==> src/rtl/sum_result_buffer_pkg.sv <==
// sum_result_buffer_pkg: widths, result-entry layout and mean rounding shared by the result buffer.
package sum_result_buffer_pkg;

    localparam int SUM_W      = 17;
    localparam int MEAN_W     = 8;
    localparam int LOG2_N     = 7;
    localparam int SEQ_W      = 4;
    localparam int ROUND_BIAS = 64;
    localparam int ENTRY_W    = SUM_W + MEAN_W + 1 + SEQ_W;

    typedef struct packed {
        logic [SUM_W-1:0]  sum;
        logic [MEAN_W-1:0] mean;
        logic              over;
        logic [SEQ_W-1:0]  seq;
    } result_t;

    // Round-half-up divide by 128, one bit wider than the sum so the bias cannot overflow.
    function automatic logic [MEAN_W-1:0] calc_mean(input logic [SUM_W-1:0] s);
        logic [SUM_W:0] b;
        b = ({1'b0, s} + (SUM_W+1)'(ROUND_BIAS)) >> LOG2_N;
        return (b > (SUM_W+1)'(255)) ? '1 : b[MEAN_W-1:0];
    endfunction

endpackage

==> src/rtl/sum_result_fifo.sv <==
// sum_result_fifo: first-word-fall-through FIFO with occupancy; holds the last popped word while empty.
module sum_result_fifo #(
    parameter int DEPTH = 4,
    parameter int W     = 30
) (
    input  logic                       CLK,
    input  logic                       RST_n,
    input  logic                       i_push,
    input  logic                       i_pop,
    input  logic [W-1:0]               i_din,
    output logic [W-1:0]               o_dout,
    output logic                       o_full,
    output logic                       o_empty,
    output logic [$clog2(DEPTH):0]     o_level
);

    localparam int AW = $clog2(DEPTH);

    logic [W-1:0]  r_mem [DEPTH];
    logic [AW:0]   r_wr;
    logic [AW:0]   r_rd;
    logic [AW-1:0] w_rd_idx;
    logic [AW-1:0] w_prev_idx;
    logic          w_do_push;
    logic          w_do_pop;

    assign o_level    = r_wr - r_rd;
    assign o_empty    = (r_wr == r_rd);
    assign o_full     = (o_level == (AW+1)'(DEPTH));
    assign w_do_pop   = i_pop && !o_empty;
    assign w_do_push  = i_push && (!o_full || w_do_pop);
    assign w_rd_idx   = r_rd[AW-1:0];
    assign w_prev_idx = w_rd_idx - AW'(1);
    // The slot behind the read pointer is the last word popped and is not rewritten until the FIFO refills.
    assign o_dout     = o_empty ? r_mem[w_prev_idx] : r_mem[w_rd_idx];

    always_ff @(posedge CLK or negedge RST_n) begin
        if (!RST_n) begin
            r_wr <= '0;
            r_rd <= '0;
            for (int i = 0; i < DEPTH; i++) r_mem[i] <= '0;
        end else begin
            if (w_do_push) begin
                r_mem[r_wr[AW-1:0]] <= i_din;
                r_wr <= r_wr + (AW+1)'(1);
            end
            if (w_do_pop) r_rd <= r_rd + (AW+1)'(1);
        end
    end

endmodule

==> src/rtl/sum_result_buffer.sv <==
// sum_result_buffer: captures block sums, derives rounded mean/over flag/sequence tag,
// and queues results to a valid/ready consumer with drop accounting.
module sum_result_buffer
    import sum_result_buffer_pkg::*;
#(
    parameter int          DEPTH     = 4,
    parameter logic [7:0]  THRESHOLD = 8'd200
) (
    input  logic                    CLK,
    input  logic                    RST_n,
    input  logic [SUM_W-1:0]        in_sum,
    input  logic                    in_valid,
    input  logic                    clear,
    output logic                    out_valid,
    input  logic                    out_ready,
    output logic [SUM_W-1:0]        out_sum,
    output logic [MEAN_W-1:0]       out_mean,
    output logic                    out_over,
    output logic [SEQ_W-1:0]        out_seq,
    output logic                    overflow,
    output logic [7:0]              drop_count,
    output logic [$clog2(DEPTH):0]  level
);

    logic              r_pipe_vld;
    logic [SUM_W-1:0]  r_pipe_sum;
    logic [SEQ_W-1:0]  r_pipe_seq;
    logic [SEQ_W-1:0]  r_seq;
    logic              r_overflow;
    logic [7:0]        r_drop_count;
    logic [MEAN_W-1:0] w_mean;
    result_t           w_push_entry;
    result_t           w_head;
    logic              w_full;
    logic              w_empty;
    logic              w_pop;
    logic              w_drop;

    assign w_mean       = calc_mean(r_pipe_sum);
    assign w_push_entry = '{sum: r_pipe_sum, mean: w_mean, over: (w_mean > THRESHOLD), seq: r_pipe_seq};
    assign w_pop        = !w_empty && out_ready;
    assign w_drop       = r_pipe_vld && w_full && !w_pop;

    always_ff @(posedge CLK or negedge RST_n) begin
        if (!RST_n) begin
            r_pipe_vld   <= 1'b0;
            r_pipe_sum   <= '0;
            r_pipe_seq   <= '0;
            r_seq        <= '0;
            r_overflow   <= 1'b0;
            r_drop_count <= '0;
        end else begin
            r_pipe_vld <= in_valid;
            if (in_valid) begin
                r_pipe_sum <= in_sum;
                r_pipe_seq <= r_seq;
            end
            r_seq        <= clear ? '0 : r_seq + SEQ_W'(in_valid);
            r_overflow   <= !clear && (r_overflow || w_drop);
            r_drop_count <= clear ? '0 : (w_drop && r_drop_count != 8'hFF) ? r_drop_count + 8'd1 : r_drop_count;
        end
    end

    sum_result_fifo #(
        .DEPTH (DEPTH),
        .W     (ENTRY_W)
    ) u_fifo (
        .CLK     (CLK),
        .RST_n   (RST_n),
        .i_push  (r_pipe_vld),
        .i_pop   (out_ready),
        .i_din   (w_push_entry),
        .o_dout  (w_head),
        .o_full  (w_full),
        .o_empty (w_empty),
        .o_level (level)
    );

    assign out_valid  = !w_empty;
    assign out_sum    = w_head.sum;
    assign out_mean   = w_head.mean;
    assign out_over   = w_head.over;
    assign out_seq    = w_head.seq;
    assign overflow   = r_overflow;
    assign drop_count = r_drop_count;

endmodule

==> config.mk <==
export PLATFORM = sky130hd
export DESIGN_NAME = sum_result_buffer
export DESIGN_NICKNAME = d
export VERILOG_FILES = /design/src/rtl/sum_result_buffer_pkg.sv /design/src/rtl/sum_result_fifo.sv /design/src/rtl/sum_result_buffer.sv
export SDC_FILE = /design/constraint.sdc
export NUM_CORES = 1
export LEC_CHECK = 0
export CAP_MARGIN = 20
export CORE_MARGIN = 5
export CORE_UTILIZATION = 53
export DETAILED_ROUTE_END_ITERATION = 8
export PLACE_DENSITY = 0.81
export SLEW_MARGIN = 5
export SYNTH_ARGS = -nofsm -noshare
export SYNTH_HDL_FRONTEND = slang
export SYNTH_SLANG_ARGS = --single-unit
==> constraint.sdc <==
create_clock -name CLK -period 2.6 [get_ports CLK]
set_clock_uncertainty 0.15 [all_clocks]
set_input_delay 0.39 -clock CLK [delete_from_list [all_inputs] [get_ports CLK]]
set_output_delay 0.39 -clock CLK [all_outputs]
set_load 0.05 [all_outputs]
==> results.py, run 1 <==
metrics = {
    "setup_path": {
        "crit_path_start_kind": "flop",
        "r2r_slack_ps": -420,
        "crit_arrival_ps": 3180,
        "cpPeakStageDelay_ps": 500,
        "crit_path_end_kind": "flop",
        "worst-path-buf-inv": 3,
        "criticalPathCategory": "flop to flop",
        "crit_fanout": 6,
        "cp_cell_sequence": "buf_6 > ha_4 > fa_2 > or3_4 > a211oi_4 > nor2b_4 > and2_4 > buf_12 > buf_12 > mux2_4",
        "worst_path_max_delay_cell": "dfrtp_4",
        "critical_path.top_delay_family": "simple AND/OR/NAND/NOR gates",
        "required_ps": 2760,
        "cp_common_cell": "buf_12",
    },
    "drt": {
        "postRouteAntennaNets": 0,
        "drc": 0,
        "vias": 5826,
        "dr.pass1.iters": 5,
        "drt_iter0_markers": 451,
        "post_drt_wl_per_cell_um": 26.02,
        "wl_mm": 23.99,
        "via_per_inst": 6.319,
    },
    "sta": {
        "hold_viol": 0,
        "fin_ws_ps": -423.1,
        "slew_headroom_pct": 51.30,
        "grt_setup_unrepaired": "yes",
        "setup_tns_ps": -50950,
        "tightest_slew_ps": 722.9,
        "fin_crit_sh_pct": 116.3,
        "max_freq_mhz": 330.8,
        "setup_viol": 162,
        "finalCriticalPeriod_ps": 3023,
        "slew_viol_final": 0,
    },
    "synth": {
        "postSynthCellCount": 569,
        "avgSynthCellArea_um2": 14.96,
        "syn_nets": 603,
        "ys_warn_count": 0,
        "ys_seq_area_share_pct": 47.35,
        "synth_edf_count": 0,
        "ys_types": 39,
        "synth_top_flop_cell": "dfrtp_1",
        "ys_seq_elements": 161,
        "synthArstFlopShare_pct": 100.0,
        "synth_area_um2": 8509,
    },
    "worst_hold_path": {
        "hp-class": "primary input to asynchronous set/reset pin",
    },
    "grt": {
        "gr-total-overflow": 0,
        "antenna_found_initial": 0,
        "grt_pass1_wl_mm": 36.66,
        "grt.total_usage_pct": 26.27,
        "grt_start_max_net_pins": 60,
        "grt_pass1_vias": 6116,
    },
    "cells_and_area": {
        "multiInputGateArea_um2": 4504,
        "area_growth_syn_to_layout_pct": 34.20,
        "seqCellArea_um2": 4034,
        "drive_gt1_share_pct": 57.65,
        "num_antenna_cells": 0,
        "fin_util_pct": 72.15,
        "nets": 727,
        "fill_cells": 937,
    },
    "placement": {
        "preCtsSetupSlack_ps": -185.8,
        "gp_congestion": 0.8852,
        "port_buffers": 64,
        "dp_hpwl_mm": 12.50,
    },
    "clock_network": {
        "cts.sinks": 161,
        "cts.path.max_buffers": 2,
        "clk_pin_slew_ps": 70,
        "cts_tree": "done",
        "cts-root-buf": "clkbuf_16",
        "worstSkewPairLatency_ps": 440,
        "numCtsBuffers": 17,
        "htreeDepth": 4,
    },
    "floorplan": {
        "core-area_um2": 15830,
        "start_util_pct": 53.76,
        "die_area_um2": 18690,
        "die_h_um": 136.7,
        "die_w_um": 136.7,
        "ios": 65,
        "fp-row-count": 46,
    },
    "job": {
        "maxCapViolations": 0,
    },
    "run_status": {
        "violations": "setup timing",
        "status": "finished with violations",
    },
}
-- path summary, 6_finish.rpt --
| kind | cells after the start | to | start |
|---|---|---|---|
| setup reg to reg | 10 | u_fifo.r_mem[17] | u_fifo.r_rd[0] |
| hold / removal | 2 | u_fifo.r_mem[70] | RST_n |
| min in group CLK | 1 | u_fifo.r_rd[2] | u_fifo.r_rd[2] |
| setup / recovery | 10 | u_fifo.r_mem[17] | u_fifo.r_rd[0] |
| hold reg to reg | 1 | u_fifo.r_rd[2] | u_fifo.r_rd[2] |
| max in group asynchronous | 3 | r_pipe_seq[2] | RST_n |
-- cell usage after synthesis, types with 2 or more instances --
cell type	instances	share of area, %
and2_1	6	0.44
o21ai_0	8	0.47
mux2_2	143	19
buf_2	10	0.59
buf_6	4	0.53
nor4_1	3	0.22
nor3_1	3	0.18
a311oi_1	2	0.21
inv_1	9	0.40
a21oi_1	3	0.18
nor2b_1	3	0.22
dfrtp_1	161	47
and3_1	7	0.51
xor2_1	5	0.51
mux4_2	60	16
xnor2_1	12	1.2
clkbuf_1	21	0.93
nand4b_1	2	0.21
nand4_1	4	0.29
nand3_1	11	0.65
nor2_1	14	0.62
ha_1	11	1.6
nand2_1	13	0.57
a21o_1	2	0.18
a31oi_1	3	0.22
buf_1	8	0.35
mux2_4	29	5.1
-- layout by cell type, fill, tap and decap left out, types with 3 or more instances in the layout --
| cell type | n |
|---|---|
| a21oi_1 | 3 |
| nand3_1 | 9 |
| nand4_1 | 4 |
| xor2_1 | 5 |
| ha_1 | 9 |
| clkinvlp_4 | 4 |
| buf_12 | 22 |
| dfrtp_1 | 159 |
| mux4_2 | 60 |
| clkdlybuf4s50_1 | 29 |
| buf_8 | 12 |
| buf_4 | 31 |
| xnor2_1 | 10 |
| clkinv_2 | 6 |
| nand2_1 | 13 |
| mux2_2 | 120 |
| and3_1 | 7 |
| and2_4 | 4 |
| nor2_1 | 14 |
| o21ai_0 | 8 |
| clkbuf_16 | 19 |
| buf_16 | 14 |
| buf_6 | 37 |
| inv_1 | 7 |
| mux2_4 | 52 |
-- final cells by class --
type	count	share of cell area, %
multi-input cells	356	39.44
flip-flops and latches	161	35.32
repair buffers	148	17.56
clock buffers	18	3.758
well taps	216	2.367
clock inverters	14	1.216
inverters	9	0.3287
-- worst register-to-register path: stages, from the launching register on --
cell and delay [ps]:
dfrtp_4 500, buf_6 130, ha_4 150, fa_2 350
or3_4 410, a211oi_4 320, nor2b_4 110, and2_4 190
buf_12 140, buf_12 140, mux2_4 300
-- flip-flops by register name, summed over array words and instances (netlist names) --
register and count:
overflow 1, r_pipe_vld 1, r_seq 4, drop_count 8
u_fifo.r_wr 3, u_fifo.r_mem 120, r_pipe_seq 4, u_fifo.r_rd 3
r_pipe_sum 17
-- repair_timing --
| item | in CTS | in global routing |
|---|---|---|
| resized for setup | 96 | 41 |
| endpoints found under the hold margin | 47 | 0 |
| gates cloned | 17 | 3 |
| setup buffers | 12 | 10 |
| hold buffers | 1 | 0 |
| pin swaps | 14 | 11 |
| endpoints found under the setup margin | 155 | 161 |
-- routing by layer --
layer,GRT usage (%),vias up,routed length [µm]
met2,43.26,290,12180
li1,-,2405,-
met1,35.53,3063,9748
met4,9.015,0,692
met3,4.485,68,1367
met5,0,-,0
-- logic make-up after synthesis --
family / synth area share (%)
compound gates: 1.926
xor+xnor: 1.750
fa+ha+maj: 1.853
buf+inv: 2.794
flops: 47.35
mux: 40.04
simple gates: 4.294
-- metrics by stage --
stage	cell area [µm²]	hold WS (ps)	instances
5_1_grt	11420	359.4	922
2_1_floorplan	8627	-55.59	569
3_5_place_dp	9706	211.2	853
6_report	11420	325.5	922
3_3_place_gp	9706	205.2	853
4_1_cts	11210	323.1	915
Power of run 1 is left out: the tool's default activity adds up to more than one toggle a clock period on the data nets, which glitch-free logic cannot reach.
==> inputs of run 2 (changes only) <==
CORE_MARGIN = 3   (was 5)
CORE_UTILIZATION = 55   (was 53)
clock period = 3.1 ns   (was 2.6 ns; I/O delays follow)
==> run 2 against run 1 <==
  * Cell count is 9.9% lower
  * The run now ends clean
  * Core utilization is 3.9 points lower
  * Routed wire length is 21% lower
==> results.py, run 2 (same netlist as run 1, synthesis figures left out) <==
metrics = {
    "clock_network": {
        "cts.path.max_buffers": 2,
        "cts.sinks": 161,
        "htreeDepth": 4,
        "cts-root-buf": "clkbuf_16",
        "numCtsBuffers": 17,
        "worstSkewPairLatency_ps": 420,
        "clk_pin_slew_ps": 70,
        "cts_tree": "done",
    },
    "drt": {
        "vias": 5312,
        "dr.pass1.iters": 4,
        "wl_mm": 18.99,
        "via_per_inst": 6.392,
        "post_drt_wl_per_cell_um": 22.85,
        "postRouteAntennaNets": 0,
        "drc": 0,
        "drt_iter0_markers": 381,
    },
    "sta": {
        "hold_viol": 0,
        "setup_tns_ps": 0,
        "fin_crit_sh_pct": 97.90,
        "slew_viol_final": 0,
        "setup_viol": 0,
        "grt_setup_unrepaired": "no",
        "finalCriticalPeriod_ps": 3035,
        "max_freq_mhz": 329.5,
        "slew_headroom_pct": 60.19,
        "tightest_slew_ps": 590.9,
    },
    "floorplan": {
        "fp-row-count": 44,
        "die_w_um": 130.4,
        "core-area_um2": 14810,
        "die_h_um": 130.4,
        "ios": 65,
        "die_area_um2": 17000,
        "start_util_pct": 57.46,
    },
    "cells_and_area": {
        "nets": 668,
        "num_antenna_cells": 0,
        "fin_util_pct": 68.21,
        "final_common_cell": "dfrtp_1",
        "drive_gt1_share_pct": 50.85,
        "fin_cells": 831,
        "postLayoutCellArea_um2": 10100,
        "largest_register_ffs": 120,
        "fill_cells": 970,
        "area_growth_syn_to_layout_pct": 18.70,
        "regMostFlops": "u_fifo.r_mem",
        "final_cell_mix": "dfrtp_1, mux2_2, mux4_2",
    },
    "job": {
        "maxCapViolations": 0,
    },
    "run_status": {
        "status": "finished, final reports clean",
    },
    "grt": {
        "grt_pass1_wl_mm": 30.33,
        "grt_pass1_vias": 5620,
        "grt.total_usage_pct": 23.38,
        "grt_start_max_net_pins": 79,
        "gr-total-overflow": 0,
        "antenna_found_initial": 0,
    },
    "setup_path": {
        "criticalPathCategory": "flop to output port",
        "critical_path.top_delay_family": "multiplexers",
        "worst_path_max_delay_cell": "dfrtp_4",
        "rr_worst_depth": 8,
        "cpPeakStageDelay_ps": 520,
        "worst-path-buf-inv": 3,
        "crit_fanout": 8,
        "crit_arrival_ps": 2420,
        "cp_cell_sequence": "buf_16 > ha_4 > clkbuf_16 > mux4_2 > mux2_2 > buf_4",
        "cp.depth": 6,
        "crit_path_start_kind": "flop",
        "required_ps": 2480,
        "crit_path_end_kind": "output port",
    },
    "worst_hold_path": {
        "hp-class": "flop to flop",
        "min_path_cells": 1,
    },
    "placement": {
        "dp.cells": 790,
        "dp_hpwl_mm": 11.19,
        "gp_congestion": 0.8013,
        "port_buffers": 64,
        "post_dp_cell_area_um2": 9323,
    },
}
==> run 2: changes by cell type in the layout (fill, tap and decap cells not counted), moves of 3 or more <==
cell      previous run  this run
mux2_4              52        29
mux2_2             120       143
buf_4               31        43
and2_4               4         0
buf_12              22         8
buf_8               12         0
inv_6                2         5
buf_6               37         2
clkinv_2             6         2
buf_16              14         3
and2_1               2         5
==> run 2: worst register-to-register path, stage by stage, from the launching register on <==
cell and delay, ps:
dfrtp_4 520, ha_1 220, fa_1 420, or3_4 440
a211oi_4 270, nor2b_2 110, and2_2 230, buf_4 230
mux2_4 320
==> run 2: area by class of cell <==
class	instances	area [µm²]	area share (%)
clock inverters	14	132.6	1.313
inverters	9	33.78	0.3344
flip-flops and latches	161	4033	39.92
multi-input cells	356	4272	42.29
repair buffers	89	970.9	9.612
well taps	184	230.2	2.279
clock buffers	18	429.2	4.249
==> run 2: path summary, 6_finish.rpt <==
| path | slack [ps] | from | endpoint |
|---|---|---|---|
| max | 70 | u_fifo.r_rd[0] | out_sum[15] |
| min | 370 | u_fifo.r_wr[2] | u_fifo.r_wr[2] |
| max reg2reg | 80 | u_fifo.r_rd[0] | u_fifo.r_mem[19] |
| min reg2reg | 370 | u_fifo.r_wr[2] | u_fifo.r_wr[2] |
| max in group asynchronous | 1560 | RST_n | u_fifo.r_mem[103] |
| min in group asynchronous | 420 | RST_n | drop_count[0] |
==> run 2: through the flow <==
step / setup WS [ps] / hold slack (ps)
6_report: 65.07 / 367.4
5_1_grt: 5.945 / 395.3
4_1_cts: 1.509 / 352.3
3_5_place_dp: 91.34 / 311.7
3_3_place_gp: 145.6 / 302.5
2_1_floorplan: 127.6 / 19.41
==> run 2: repair_timing <==
action	4_1_cts	5_1_grt
gates resized for setup	4	4
pin swaps	0	1
hold buffers	1	0
setup endpoints to repair	30	56
endpoints found under the hold margin	56	0
setup buffers	0	3
gates cloned	3	2
==> run 2: metal layers <==
| metal | vias up | global-route usage [%] | wire (µm) |
|---|---|---|---|
| met4 | 0 | 7.139 | 216 |
| li1 | 2278 | - | - |
| met2 | 161 | 37.72 | 9479 |
| met5 | - | 0 | 0 |
| met1 | 2857 | 32.49 | 8292 |
| met3 | 16 | 4.878 | 1001 |
Power of run 2 is left out for the same reason.
